==> src/rtl/mosaic_fu_pkg.sv <==
// Shared constants for the Mosaic functional unit blocks.
package mosaic_fu_pkg;

    localparam int   FU_W        = 32;
    localparam int   FU_CW       = 5;
    localparam logic NORM_SIGNED = 1'b1;

endpackage

==> src/rtl/lead_count.sv <==
// Combinational leading-zero counter built as a log tree of (all_zero, count) nodes.
module lead_count
    import mosaic_fu_pkg::*;
#(
    parameter int W  = FU_W,
    parameter int CW = FU_CW
) (
    input  logic [W-1:0]  a,
    output logic [CW-1:0] count,
    output logic          all_zero
);

    genvar gl, gi;

    // Node j at level l covers bits [j*2^l +: 2^l]; child 2j+1 is the upper half.
    // An all-zero input saturates the count at W-1 because every node takes the upper-zero path.
    for (gl = 1; gl <= CW; gl++) begin : lvl
        localparam int N = W >> gl;
        logic [N-1:0]  z;
        logic [gl-1:0] c [N];

        for (gi = 0; gi < N; gi++) begin : node
            if (gl == 1) begin : g_leaf
                assign z[gi] = ~a[2*gi+1] & ~a[2*gi];
                assign c[gi] = ~a[2*gi+1];
            end else begin : g_merge
                assign z[gi] = lvl[gl-1].z[2*gi+1] & lvl[gl-1].z[2*gi];
                assign c[gi] = lvl[gl-1].z[2*gi+1] ? {1'b1, lvl[gl-1].c[2*gi]}
                                                   : {1'b0, lvl[gl-1].c[2*gi+1]};
            end
        end
    end

    assign count    = lvl[CW].c[0];
    assign all_zero = lvl[CW].z[0];

endmodule

==> src/rtl/norm_shift_unit.sv <==
// Two-stage elastic normalizer: counts redundant leading bits of X and left-shifts them out.
module norm_shift_unit
    import mosaic_fu_pkg::*;
#(
    parameter int W  = FU_W,
    parameter int CW = FU_CW
) (
    input  logic          CLOCK,
    input  logic          RESET,
    input  logic          IN_VALID,
    output logic          IN_READY,
    input  logic [W-1:0]  X,
    input  logic          SIGNED,
    output logic          OUT_VALID,
    input  logic          OUT_READY,
    output logic [W-1:0]  Z,
    output logic [CW-1:0] CNT,
    output logic          ZERO
);

    logic          s1_v_q, s1_v_d;
    logic          signed_q, signed_d;
    logic [W-1:0]  x_q, x_d;
    logic          s2_v_q, s2_v_d;
    logic [W-1:0]  z_q, z_d;
    logic [CW-1:0] cnt_q, cnt_d;
    logic          zero_q, zero_d;

    logic          s1_adv, s2_adv;
    logic [W-1:0]  lc_in;
    logic [CW-1:0] lc_cnt;
    logic          lc_zero;
    logic [W-1:0]  sh [CW+1];

    assign s2_adv   = !s2_v_q || OUT_READY;
    assign s1_adv   = !s1_v_q || s2_adv;
    assign IN_READY = s1_adv;

    // Adjacent-bit XOR marks where the sign run ends, so sign counting becomes zero counting.
    assign lc_in = (signed_q == NORM_SIGNED) ? {x_q[W-1:1] ^ x_q[W-2:0], 1'b0} : x_q;

    lead_count #(
        .W  (W),
        .CW (CW)
    ) u_lead_count (
        .a        (lc_in),
        .count    (lc_cnt),
        .all_zero (lc_zero)
    );

    genvar gi;

    assign sh[0] = x_q;
    for (gi = 0; gi < CW; gi++) begin : g_shift
        localparam int AMT = 1 << (CW - 1 - gi);
        assign sh[gi+1] = lc_cnt[CW-1-gi] ? (sh[gi] << AMT) : sh[gi];
    end

    always_comb begin
        s1_v_d   = s1_v_q;
        x_d      = x_q;
        signed_d = signed_q;
        s2_v_d   = s2_v_q;
        z_d      = z_q;
        cnt_d    = cnt_q;
        zero_d   = zero_q;

        if (s1_adv) begin
            s1_v_d = IN_VALID;
            if (IN_VALID) begin
                x_d      = X;
                signed_d = SIGNED;
            end
        end

        // Result registers only change when a new operand moves in, keeping them stable under stall.
        if (s2_adv) begin
            s2_v_d = s1_v_q;
            if (s1_v_q) begin
                z_d    = sh[CW];
                cnt_d  = lc_cnt;
                zero_d = lc_zero;
            end
        end
    end

    always_ff @(posedge CLOCK) begin
        if (RESET) begin
            s1_v_q   <= 1'b0;
            x_q      <= '0;
            signed_q <= 1'b0;
            s2_v_q   <= 1'b0;
            z_q      <= '0;
            cnt_q    <= '0;
            zero_q   <= 1'b0;
        end else begin
            s1_v_q   <= s1_v_d;
            x_q      <= x_d;
            signed_q <= signed_d;
            s2_v_q   <= s2_v_d;
            z_q      <= z_d;
            cnt_q    <= cnt_d;
            zero_q   <= zero_d;
        end
    end

    assign OUT_VALID = s2_v_q;
    assign Z         = z_q;
    assign CNT       = cnt_q;
    assign ZERO      = zero_q;

endmodule

==> config.mk <==
export PLATFORM = sky130hd
export DESIGN_NAME = norm_shift_unit
export DESIGN_NICKNAME = d
export VERILOG_FILES = /design/src/rtl/mosaic_fu_pkg.sv /design/src/rtl/lead_count.sv /design/src/rtl/norm_shift_unit.sv
export SDC_FILE = /design/constraint.sdc
export NUM_CORES = 1
export LEC_CHECK = 0
export ABC_AREA = 1
export BUFFER_PORTS_ARGS = -buffer_cell sky130_fd_sc_hd__buf_4
export CAP_MARGIN = 5
export CORE_MARGIN = 1.5
export CORE_UTILIZATION = 33
export CTS_CLUSTER_SIZE = 40
export DETAILED_ROUTE_END_ITERATION = 6
export HOLD_SLACK_MARGIN = 0.12
export PLACE_DENSITY = 0.57
export SETUP_SLACK_MARGIN = 0.4
export SYNTH_ARGS = -nofsm -noshare
export SYNTH_HDL_FRONTEND = slang
export SYNTH_SLANG_ARGS = --single-unit
==> constraint.sdc <==
create_clock -name CLOCK -period 2.65 [get_ports CLOCK]
set_input_delay 0.53 -clock CLOCK [delete_from_list [all_inputs] [get_ports CLOCK]]
set_output_delay 0.53 -clock CLOCK [all_outputs]
set_load 0.02 [all_outputs]
==> metrics.txt, run 1 <==
number of global-route vias before repair=approximately 5500; critical path startpoint category=flop; P&R area growth vs syn=51.2%; fin cells=roughly 1200; Setup Viol. Count Final=0; Cell Pwr Density=roughly 590 nW/um^2; drt drc=0; die height=between 100 and 150 um; share of cells above drive strength 1=approximately 34%; Clock Latency Late Sink=0.35 ns; num rows=45; initial antenna violation count=0; area post-placement=just under 6000 sq um; outcome=finished clean; clock power share=29.1%; diode count=0; Syn. warnings=0; Post-Route WL=around 19000 um; drt first pass iters=5; footprint of the multi-input gates=between 3000 and 4000 sq um; post-layout util=50.8%; fill count=about 1500; WHS=0.400 ns; CP max FO=9; Global Route Usage Sum=20.6%; I/O Pins=just under 80; Setup CP Type=flop to flop; I/O Buffers=76; GP Congestion=between 0.9 and 1; PnR Total Power=4.55 mW; post-synth cell types=32; Syn Nets=between 800 and 900; Internal=2.85 mW; P_sw=1.69 mW; DRT antenna net count=0; Seq. cell area=roughly 1500 sq um; combinational share of power=between 40% and 50%; maximum clock frequency=approximately 0.42 GHz; DR WL/cell=~17 um; Post-DP HPWL=approximately 12000 um; placed instance count=1081; Worst-Margin Slew=0.404 ns; max-slew violations=0; Via Count=around 6200; min cycle time layout=between 2 and 2.5 ns; Setup crit end kind=flop; most common cell after layout, fill and taps aside=nand2_1; Worst Path Arrival=~2.7 ns; Final Hold Fails=0; Root Buffer=clkbuf_16; Worst Hold Class=input port to flop; syn_area_per_cell=roughly 6 sq um; Cells after Synth=about 850; CTS sink cnt=73; worst setup margin=between 0.2 and 0.3 ns; Max-Cap Viols=0; first-pass GRT wire length=roughly 27000 um; Synth Cell Area=roughly 5100 sq um; GRT overflow=0; setup TNS=0 ns; RSZ-0062 raised after global routing=yes; commonest cells after routing, fill and taps aside=nand2_1, nand3_1, buf_4; Synth Area in Compound Gates=around an eighth; H-tree depth=3; Lkg Pwr=~3.7 nW; register area share after synthesis=between 20% and 30%; Simple-Gate Fraction of Synth Area=a little under half; final non-filler cell area=7700 sq um; # nets final=between 900 and 1000; Synth Register Bits=between 70 and 80; Horiz. Die Dim=between 100 and 150 um; post-synthesis mux area share=0%; clock slew at reported path FFs=0.06 ns; core area=roughly 15000 sq um; Adder-Cell Fraction of Synth Area=0%; post-synthesis xor/xnor area fraction=between 1.5 and 2%; CTS Buf Count=9; largest family of logic cells by synthesized area=simple AND/OR/NAND/NOR gates; largest net degree at the start of global routing=42; CTS tree=done; part of the power in registers=between 20% and 30%; Iteration-0 DRC Markers=627; DR vias/cell=~5.4; Setup Skew=between 0.008 and 0.009 ns; maximum clock insertion buffer count=2; slew margin rel.=~73%; fin crit share=between 80 and 90%; Worst Path Required=between 2 and 3 ns; die area=16200 sq um; post-cts hold buffer count=0; switching share of total power=37.2%; peak supply drop=between 300 and 400 uV; initial core utilization=between 30% and 40%; pre-CTS WS=0.172 ns
[critical path, stage by stage (launching register included)]
cell,delay [ns]
dfxtp_4,0.38
buf_12,0.14
buf_16,0.14
nand3_2,0.08
nand4_1,0.15
nor2_4,0.19
buf_12,0.14
buf_12,0.11
nand2_4,0.11
buf_4,0.16
nand2_2,0.09
nand3_1,0.12
nand3_2,0.11
nand2_1,0.10
nor2_2,0.12
nor2_2,0.06
nor2_1,0.07
[Yosys cell counts]
library cell / count / area (sq um)
buf_4: 14 / 105
a21oi_2: 4 / 35.0
nor2_8: 2 / 40.0
o21ai_1: 8 / 40.0
nor2_2: 3 / 18.8
xnor2_1: 1 / 8.76
nand3_2: 2 / 20.0
inv_2: 8 / 30.0
a31oi_1: 1 / 6.26
nor3_2: 1 / 10.0
dfxtp_1: 73 / 1460
and2_1: 1 / 6.26
nand3_1: 212 / 1060
clkinv_1: 1 / 3.75
o211ai_1: 3 / 22.5
nand2_4: 1 / 11.3
buf_2: 13 / 65.1
buf_1: 1 / 3.75
o21ai_0: 48 / 240
clkbuf_1: 14 / 52.6
nand2_1: 258 / 968
buf_6: 6 / 67.6
inv_1: 69 / 259
o22ai_1: 4 / 25.0
nand2_2: 8 / 50.1
o21a_1: 1 / 7.51
nor4_1: 1 / 6.26
a21oi_4: 1 / 16.3
a21oi_1: 51 / 255
nor2_1: 26 / 97.6
nand4_1: 3 / 18.8
xor2_1: 9 / 78.8
[layer usage]
metal | share of wire (%) | wire, um | up-vias | track usage (%)
li1 | - | - | 3028 | -
met1 | 43 | 8320 | 2835 | 27.6
met2 | 45 | 8600 | 306 | 31.8
met3 | 8.1 | 1560 | 69 | 3.22
met4 | 4.0 | 777 | 0 | 11.0
met5 | 0 | 0 | - | 0
[registers in the layout, summed over array words and instances (netlist names)]
register and flops:
CNT 5, OUT_VALID 1, Z 32, ZERO 1, s1_v_q 1, signed_q 1, x_q 32
[power groups by stage]
stage	registers, mW	clock network, mW	logic (mW)
finish	1.29	1.32	1.93
detailed placement	1.30	0	1.30
global placement	1.30	0	1.31
CTS	1.28	1.35	1.38
global route	1.30	1.41	2.07
floorplan	1.34	0	0.870
[path summary, 6_finish.rpt]
kind	from	to	slack, ns	cells after the start
worst min register to register	Z[0]	Z[0]	0.47	2
worst min-delay path	RESET	OUT_VALID	0.40	2
worst max-delay path	signed_q	Z[16]	0.27	16
worst max register to register	signed_q	Z[16]	0.27	16
[what timing repair did]
action / in CTS / in global routing
cloned: 2 / 18
endpoints found under the setup margin: 32 / 32
pin swaps: 7 / 61
setup buffers: 10 / 25
resized for setup: 28 / 166
[cell families (layout without fill, tap and decap cells)]
logic type | count (synthesis) | after routing
xor+xnor | 10 | 10
flops | 73 | 73
compound gates | 121 | 121
buf+inv | 126 | 241
simple gates | 518 | 519
[layout make-up]
cell class	instances	share of cell area, %
Clock inverter	5	1.02
Clock buffer	11	3.15
Sequential cell	73	19.1
Multi-Input combinational cell	650	48.9
Timing Repair Buffer	147	20.7
Tap cell	188	3.05
Inverter	78	4.11
Note: power is estimated with default switching activity, not from simulation.
==> run 2, diff against run 1 <==
BUFFER_PORTS_ARGS = -buffer_cell sky130_fd_sc_hd__buf_2   (was -buffer_cell sky130_fd_sc_hd__buf_4)
==> metrics.txt, run 2 (synthesis results as in run 1) <==
CP top delay family=simple AND/OR/NAND/NOR gates; Setup CP Type=flop to flop; Worst Path Required=slightly below 3 ns; fin crit share=between 80% and 90%; P&R area growth vs syn=44.1%; GP Congestion=0.897; critical path's largest stage delay=around 0.43 ns; most common cell after layout, fill and taps aside=nand2_1; die area=roughly 16000 sq um; largest net degree at the start of global routing=42; drt drc=0; CTS sink cnt=73; first-pass GRT wire length=approximately 29000 um; Iteration-0 DRC Markers=around 530; Worst Path Arrival=about 2.7 ns; GRT overflow=0; Worst Hold Class=input port to flop; initial antenna violation count=0; CTS Buf Count=9; # nets final=slightly below 1000; maximum clock insertion buffer count=2; critical path startpoint category=flop; Worst path most repeated cell=nand2_1; PnR Total Power=4.27 mW; final non-filler cell area=~7300 sq um; maximum clock frequency=about 0.42 GHz; clock slew at reported path FFs=about 0.060 ns; core area=around 15000 sq um; DR WL/cell=about 17 um; Setup crit end kind=flop; I/O Pins=77; DR vias/cell=roughly 5.4; area post-placement=around 5600 sq um; setup TNS=0 ns; share of cells above drive strength 1=32.9%; Setup Skew=between 0.007 and 0.008 ns; H-tree depth=3; CP max FO=11; Via Count=6182; min cycle time layout=approximately 2.4 ns; Post-Route WL=around 19000 um; diode count=0; initial core utilization=33.6%; commonest cells after routing, fill and taps aside=nand2_1, nand3_1, buf_2; Cell Pwr Density=about 580 nW/um^2; Clock Latency Late Sink=0.35 ns; Horiz. Die Dim=about 130 um; RSZ-0062 raised after global routing=yes; I/O Buffers=between 70 and 80; num rows=45; Final Hold Fails=0; Setup Viol. Count Final=0; slew margin rel.=between 60% and 70%; Worst-Margin Slew=between 0.5 and 0.6 ns; CTS tree=done; Root Buffer=clkbuf_16; Lkg Pwr=3.57 nW; crit path buf inv count=4; Critical Path, Cell by Cell=buf_12 -> nand2_1 -> nand2_1 -> o21ai_2 -> nand2_4 -> inv_4 -> nand2_4 -> nor2_8 -> buf_4 -> o21ai_0 -> nand3_2 -> nand3_2 -> nand3_1 -> nand3_1 -> nand2_1 -> inv_1; peak supply drop=between 300 and 400 uV; Crit-path slowest cell=o21ai_0; Global Route Usage Sum=22.1%; die height=between 100 and 150 um; number of global-route vias before repair=~5600; Post-DP HPWL=roughly 12000 um; max-slew violations=0; Max-Cap Viols=0; drt first pass iters=5; DRT antenna net count=0; outcome=finished clean
run 2: layer usage:
layer | global-route usage [%] | share of wire [%] | vias to the layer above
li1 | - | - | 3017
met1 | 30.0 | 45 | 2850
met2 | 33.7 | 44 | 262
met3 | 4.06 | 6.3 | 53
met4 | 11.0 | 4.1 | 0
met5 | 0 | 0 | -
run 2: timing repair:
item | 4_1_cts | 5_1_grt
gates cloned | 9 | 9
pin swaps | 13 | 22
gates resized for setup | 68 | 118
hold endpoints to repair | 0 | 0
hold buffers | 0 | 0
buffers inserted | 21 | 13
setup endpoints to repair | 32 | 33
run 2: worst register-to-register path, delay by kind of cell (launching register included):
| family | cells | cell delay [ns] |
|---|---|---|
| AO/OA/AOI/OAI | 2 | 0.51 |
| AND/OR/NAND/NOR | 10 | 0.99 |
| flip-flops | 1 | 0.41 |
| buffers and inverters | 4 | 0.42 |
run 2: worst paths after layout:
| kind | from | endpoint | slack [ns] | depth (start not counted) |
|---|---|---|---|---|
| max | signed_q | Z[26] | 0.27 | 16 |
| min | X[22] | x_q[22] | 0.43 | 3 |
| max reg2reg | signed_q | Z[26] | 0.27 | 16 |
| min reg2reg | CNT[4] | CNT[4] | 0.47 | 2 |
run 2: per-stage QoR:
stage	utilization, %	setup WS [ns]	instances	hold slack [ns]
after floorplan	-	0.594	848	0.457
after global placement	37.2	0.106	1082	0.458
after detailed placement	37.2	0.103	1082	0.459
after CTS	43.0	0.391	1127	0.426
after global routing	48.4	0.155	1149	0.451
final	48.4	0.267	1149	0.432
run 2: final cells by class:
type                            instances  area (sq um)
Tap cell                              188           235
Timing Repair Buffer                  146          1350
Sequential cell                        73          1470
Inverter                               78           304
Multi-Input combinational cell        649          3700
Clock buffer                           11           233
Clock inverter                          4          45.0
Fill cell                            1517          7810
run 2: report_power, final:
| group | total (mW) | leakage (nW) | internal [mW] | switching (mW) |
|---|---|---|---|---|
| registers | 1.29 | 0.602 | 1.19 | 0.0908 |
| logic | 1.82 | 2.83 | 0.725 | 1.10 |
| clock network | 1.16 | 0.139 | 0.718 | 0.446 |
